**src/rtl/bcd_time_pkg.sv**
```systemverilog
// Shared constants and BCD helpers for the cascaded time counter.
// Every field value is one byte, packed as {tens, ones}.
package bcd_time_pkg;

  localparam logic [7:0] FIELD_MAX_BCD = 8'h59;
  localparam logic [7:0] BCD_ZERO      = 8'h00;

  typedef enum logic [1:0] {
    SEC = 2'd0,
    MIN = 2'd1,
    HR  = 2'd2
  } field_idx_e;

  // Converts an elaboration-time decimal value (0..99) to packed BCD.
  function automatic logic [7:0] to_bcd(input int unsigned value);
    logic [7:0] r_res;
    r_res[7:4] = 4'((value / 10) % 10);
    r_res[3:0] = 4'(value % 10);
    return r_res;
  endfunction

  function automatic logic bcd_valid(input logic [7:0] v);
    return (v[7:4] <= 4'd9) && (v[3:0] <= 4'd9);
  endfunction

  // Increments v; the value after max is zero.
  function automatic logic [7:0] bcd_inc(input logic [7:0] v, input logic [7:0] max);
    logic [7:0] r_res;
    if (v == max) begin
      r_res = BCD_ZERO;
    end else if (v[3:0] == 4'd9) begin
      r_res = {v[7:4] + 4'd1, 4'd0};
    end else begin
      r_res = v + 8'd1;
    end
    return r_res;
  endfunction

  // Decrements v; the value before zero is max.
  function automatic logic [7:0] bcd_dec(input logic [7:0] v, input logic [7:0] max);
    logic [7:0] r_res;
    if (v == BCD_ZERO) begin
      r_res = max;
    end else if (v[3:0] == 4'd0) begin
      r_res = {v[7:4] - 4'd1, 4'd9};
    end else begin
      r_res = v - 8'd1;
    end
    return r_res;
  endfunction

  // Invalid BCD or an out-of-range value saturates to max. For valid BCD
  // the byte comparison orders the same way as the decimal value.
  function automatic logic [7:0] bcd_clamp(input logic [7:0] v, input logic [7:0] max);
    logic [7:0] r_res;
    if (!bcd_valid(v) || (v > max)) begin
      r_res = max;
    end else begin
      r_res = v;
    end
    return r_res;
  endfunction

endpackage

```
**src/rtl/bcd_field.sv**
```systemverilog
// One two-digit BCD register (0..MAX) with load, increment and decrement.
// carry/borrow flag that a step in that direction would roll this field over.
module bcd_field
  import bcd_time_pkg::*;
#(
  parameter logic [7:0] MAX = FIELD_MAX_BCD
) (
  input  logic       clk,
  input  logic       rst_n,
  input  logic       inc,
  input  logic       dec,
  input  logic       wrap_en,
  input  logic       load,
  input  logic [7:0] val,
  output logic [7:0] q,
  output logic       carry,
  output logic       borrow,
  output logic       is_zero
);

  logic [7:0] r_q;

  always_ff @(posedge clk) begin
    if (!rst_n) begin
      r_q <= BCD_ZERO;
    end else if (load) begin
      r_q <= bcd_clamp(val, MAX);
    end else if (wrap_en && inc) begin
      r_q <= bcd_inc(r_q, MAX);
    end else if (wrap_en && dec) begin
      r_q <= bcd_dec(r_q, MAX);
    end
  end

  assign q       = r_q;
  assign carry   = (r_q == MAX);
  assign borrow  = (r_q == BCD_ZERO);
  assign is_zero = (r_q == BCD_ZERO);

endmodule

```
**src/rtl/bcd_time_counter.sv**
```systemverilog
// Cascaded BCD time counter (SS, MM[, HH]) driven by tick enables:
// up/down counting, per-field adjust, parallel load, done and wrap flags.
module bcd_time_counter
  import bcd_time_pkg::*;
#(
  parameter int NUM_FIELDS = 2,
  parameter int TOP_MAX    = 59,
  parameter int SELW       = 2
) (
  input  logic                    clk,
  input  logic                    rst_n,
  input  logic                    tick_1hz,
  input  logic                    tick_2hz,
  input  logic                    pause_p,
  input  logic                    adj,
  input  logic [SELW-1:0]         sel,
  input  logic                    down,
  input  logic                    load,
  input  logic [8*NUM_FIELDS-1:0] load_val,
  output logic [8*NUM_FIELDS-1:0] digits,
  output logic                    run,
  output logic                    done,
  output logic                    wrap
);

  localparam logic [7:0] TOP_MAX_BCD = to_bcd(TOP_MAX);

  logic                    r_run;
  logic                    r_done;
  logic                    r_wrap;

  logic                    w_count_en;
  logic                    w_adj_en;
  logic                    w_all_zero;
  logic                    w_upper_zero;
  logic                    w_one_left;
  logic                    w_hit_zero;
  logic [NUM_FIELDS:0]     w_chain;
  logic [NUM_FIELDS-1:0]   w_inc;
  logic [NUM_FIELDS-1:0]   w_dec;
  logic [NUM_FIELDS-1:0]   w_cin;
  logic [NUM_FIELDS-1:0]   w_carry;
  logic [NUM_FIELDS-1:0]   w_borrow;
  logic [NUM_FIELDS-1:0]   w_zero;
  logic [8*NUM_FIELDS-1:0] w_digits;

  // Load outranks adjust, adjust outranks counting; run gates counting only.
  assign w_count_en = tick_1hz && r_run && !adj && !load;
  assign w_adj_en   = tick_2hz && adj && !load;

  assign w_all_zero   = &w_zero;
  assign w_upper_zero = &w_zero[NUM_FIELDS-1:1];
  assign w_one_left   = (w_digits[8*SEC +: 8] == 8'h01) && w_upper_zero;

  // A down tick either lands on all-zero, or arrives at an all-zero value
  // that was loaded rather than counted into.
  assign w_hit_zero = w_count_en && down && (w_one_left || (w_all_zero && !r_done));

  // Ripple enable: field g steps when every field below it rolls over.
  always_comb begin
    w_chain[0] = 1'b1;
    for (int i = 0; i < NUM_FIELDS; i++) begin
      w_chain[i+1] = w_chain[i] && (down ? w_borrow[i] : w_carry[i]);
    end
  end

  for (genvar g = 0; g < NUM_FIELDS; g++) begin : g_field
    assign w_inc[g] = adj ? (w_adj_en && (sel == SELW'(g))) : (w_count_en && !down);
    assign w_dec[g] = w_count_en && down && !w_all_zero;
    assign w_cin[g] = adj ? 1'b1 : w_chain[g];

    bcd_field #(
      .MAX((g == NUM_FIELDS - 1) ? TOP_MAX_BCD : FIELD_MAX_BCD)
    ) u_field (
      .clk     (clk),
      .rst_n   (rst_n),
      .inc     (w_inc[g]),
      .dec     (w_dec[g]),
      .wrap_en (w_cin[g]),
      .load    (load),
      .val     (load_val[8*g +: 8]),
      .q       (w_digits[8*g +: 8]),
      .carry   (w_carry[g]),
      .borrow  (w_borrow[g]),
      .is_zero (w_zero[g])
    );
  end

  always_ff @(posedge clk) begin
    if (!rst_n) begin
      r_run  <= 1'b1;
      r_done <= 1'b0;
      r_wrap <= 1'b0;
    end else begin
      r_wrap <= w_count_en && !down && w_chain[NUM_FIELDS];

      if (load) begin
        r_done <= 1'b0;
      end else if (w_hit_zero) begin
        r_done <= 1'b1;
      end

      if (w_hit_zero) begin
        r_run <= 1'b0;
      end else if (pause_p) begin
        r_run <= ~r_run;
      end
    end
  end

  assign digits = w_digits;
  assign run    = r_run;
  assign done   = r_done;
  assign wrap   = r_wrap;

endmodule

```
**config.mk**
```make
export PLATFORM = sky130hd
export DESIGN_NAME = bcd_time_counter
export DESIGN_NICKNAME = d
export VERILOG_FILES = /design/src/rtl/bcd_time_pkg.sv /design/src/rtl/bcd_field.sv /design/src/rtl/bcd_time_counter.sv
export SDC_FILE = /design/constraint.sdc
export NUM_CORES = 1
export LEC_CHECK = 0
export CORE_MARGIN = 3
export CORE_UTILIZATION = 49
export CTS_BUF_LIST = sky130_fd_sc_hd__clkbuf_4
export DETAILED_ROUTE_END_ITERATION = 10
export PLACE_DENSITY = 0.8
export SETUP_SLACK_MARGIN = 0.02
export SLEW_MARGIN = 20
export SYNTH_ARGS = -nofsm -noshare
export SYNTH_HDL_FRONTEND = slang
export SYNTH_SLANG_ARGS = --single-unit
```
**constraint.sdc**
```tcl
create_clock -name clk -period 2.16 [get_ports clk]
set_input_delay 0.432 -clock clk [delete_from_list [all_inputs] [get_ports clk]]
set_output_delay 0.432 -clock clk [all_outputs]
set_load 0.02 [all_outputs]
```
==> key figures <==
Pwr
  – Pleak: 1.24 nW
  – Peak VDD IR: 0.000341 V
  – Total Power: 1.39 mW
  – Cell area power density: 433 mW/mm^2

Detailed routing
  – DRC viols: 0
  – Via count: 2876
  – WL/cell: 17.5 um
  – Starting DRC count in detailed routing: 450
  – Antenna viol nets, final: 0
  – Detailed-router iteration count before antenna repair: 7
  – Drt total wl: 7570 um
  – Vias per cell: 6.64

Yosys
  – Sequential fraction of the synthesis area: 0.172
  – Synth area leaders: dfxtp_1 17%, ha_1 6.8%, a21oi_1 4.3%
  – Synth warnings: 0
  – Syn nets: 336
  – Synth Register Bits: 19
  – Commonest cells post-synth: 19 x a21oi_1, 19 x clkbuf_1, 19 x dfxtp_1, 19 x nand2_1
  – Post-synth top flop: dfxtp_1
  – Netlist cell types: 65
  – Mean Syn Cell Area: 7.42 um^2
  – Share of synthesized registers carrying an async set or reset: 0
  – Synth Instances: 298
  – Netlist Area Pre-Place: 0.00221 mm^2
  – EDFF count, synth: 0
  – Biggest area consumer among synthesized cells: dfxtp_1
  – Post-synth top area share: 0.172

CTS
  – Clock Latency Late Sink: 0.31 ns
  – Num CTS Buffers: 3
  – Root Driver: clkbuf_4
  – Hold Buf Count CTS: 0
  – CTS tree: built
  – CTS Sinks: 19
  – CTS clk-pin slew, worst paths: 0.12 ns
  – Clk buf depth: 2
  – H-tree depth: 1

Timing
  – Period utilization: 0.962
  – Achievable Freq: 0.481 GHz
  – Tmin final: 2.08 ns
  – Worst Tran Pin Value: 0.495 ns
  – Final Hold Viols: 0
  – RSZ-0062 raised after global routing: yes
  – Final max-slew violation count: 0
  – Clock Skew: 0.00473 ns
  – Setup violators final: 0
  – Slew margin rel.: 0.669

Floorplanning
  – I/O Pins: 45
  – Core area: 0.00417 mm^2
  – Num rows: 23
  – Die Height: 73.2 um
  – Die area: 0.00535 mm^2
  – Die width: 73.2 um
  – Starting Density: 0.530

Setup path
  – WS Path Type: flop to flop
  – Critical path arrival: 2.28 ns
  – Crit path max fanout: 6
  – CP cell instances: inv_1 > buf_4 > ha_1 > nand4b_1 > or3_4 > and2_4 > a32o_1 > o41a_1
  – CP Launch Type: flop
  – R2R Path Start: g_field[0].u_field.q[5]
  – Required time of the critical path: 2.37 ns
  – CP max stage cell: or3_4
  – Critical path endpoint: g_field[1].u_field.q[5]
  – Worst Setup End Kind: flop
  – Worst r2r path cells: 8
  – Reg2reg end: g_field[1].u_field.q[5]
  – CP startpoint: g_field[0].u_field.q[5]
  – Reg2Reg Setup Slack: 0.08 ns
  – CP peak stage delay: 0.39 ns

Outcome
  – Status: completed

Finish
  – Fin area: 0.00320 mm^2
  – Layout cells sized above 1: 0.256
  – Fin cells: 433
  – # fillers: 313
  – Area growth, synth to finish: 44.8%
  – # diodes: 0
  – Nets: 422

Placement
  – # placed instances: 427
  – Post-DP HPWL: 5920 um
  – Placement Cell Area: 0.00309 mm^2
  – PortBufs: 44
  – Gpl congestion: 1.03

Worst hold path
  – Min-Delay Path Class: flop to flop
  – WHS Path Cells: 2

GRT
  – GRT Total Usage: 0.291
  – Initial antenna violation count: 0
  – First-pass GRT wire length: 12400 um
  – Global route overflow: 0
  – Number of global-route vias before repair: 2556
  – Largest net degree at the start of global routing: 17

Run
  – Max-Cap Viols: 0
-- per-layer routing --
layer,vias up,GRT usage,wire [um]
met3,16,0.0482,732
li1,1323,-,-
met2,184,0.434,3370
met5,-,0,0
met4,0,0.0389,84
met1,1353,0.445,3380
-- critical path: cells and delay by family, from the launching register on --
family	cells	cell delay, ns
and+or+nand+nor	3	0.72
AOI/OAI and AO/OA	2	0.57
buffers and inverters	2	0.20
adders and majority gates	1	0.15
DFF	1	0.34
-- state kept, by name (all words and copies together), names as in the netlist --
register and cells:
done 1, g_field.u_field.q 16, wrap 1, run 1
-- cells by family (layout without fill, tap and decap cells) --
logic type                 Yosys count  count (layout)  share of synthesized area
AOI/OAI and AO/OA                   96              96                      0.310
xor gates and xnor gates             9               9                     0.0357
adders and majority gates           12              12                     0.0679
buffers and inverters               42             127                     0.0792
DFF                                 19              19                      0.172
muxes                               10              10                     0.0464
and+or+nand+nor                    110             110                      0.289
-- layout by cell type, fill, tap and decap left out, types with 5 or more instances in the layout --
| master | count |
|---|---|
| ha_1 | 11 |
| a21oi_1 | 19 |
| nand2b_1 | 6 |
| mux2i_1 | 8 |
| dfxtp_1 | 10 |
| nand2_1 | 19 |
| a31oi_1 | 5 |
| xnor2_1 | 7 |
| o211ai_1 | 8 |
| inv_1 | 17 |
| nor4_1 | 6 |
| dfxtp_2 | 8 |
| nand3_1 | 13 |
| nor3_1 | 10 |
| nor2_1 | 18 |
| nand4_1 | 8 |
| o21ai_0 | 12 |
| buf_4 | 61 |
| clkdlybuf4s50_1 | 43 |
-- final cells by class --
| class | instances | area (um^2) | area share |
|---|---|---|---|
| multi-input combinational | 237 | 1750 | 0.545 |
| timing repair buffer | 105 | 901 | 0.281 |
| sequential | 19 | 394 | 0.123 |
| inverter | 18 | 67.6 | 0.0211 |
| tap | 50 | 62.6 | 0.0195 |
| clock buffer | 4 | 30.0 | 0.00938 |
-- repair_timing --
action	CTS	global route
endpoints found under the setup margin	4	13
resized for setup	3	13
setup buffers	0	2
cloned	0	0
-- report_power, final --
part           internal, mW  leakage, nW  switching [mW]  total, mW
sequential            0.379        0.159          0.0434      0.423
combinational         0.374         1.07           0.382      0.756
clock                0.0846       0.0184           0.124      0.208
-- per-stage QoR --
step / TNS (ns) / hold WS [ns] / utilization / setup slack, ns
3_3_place_gp: -1.13 / 0.501 / 0.740 / -0.181
5_1_grt: -0.00794 / 0.586 / 0.767 / -0.00794
2_1_floorplan: -0.0190 / 0.572 / - / -0.0190
6_report: 0 / 0.554 / 0.767 / 0.0813
3_5_place_dp: -1.87 / 0.541 / 0.740 / -0.262
4_1_cts: 0 / 0.566 / 0.751 / 0.0166
-- how the worst min path moves through the flow --
| stage | startpoint | end | slack, ns |
|---|---|---|---|
| final | done | done | 0.55 |
| after global routing | done | done | 0.59 |
| after CTS | done | done | 0.57 |
| after detailed placement | done | done | 0.54 |
| after global placement | done | done | 0.50 |
| after floorplan | done | done | 0.57 |
No activity file was read; power rests on OpenSTA's default activity.
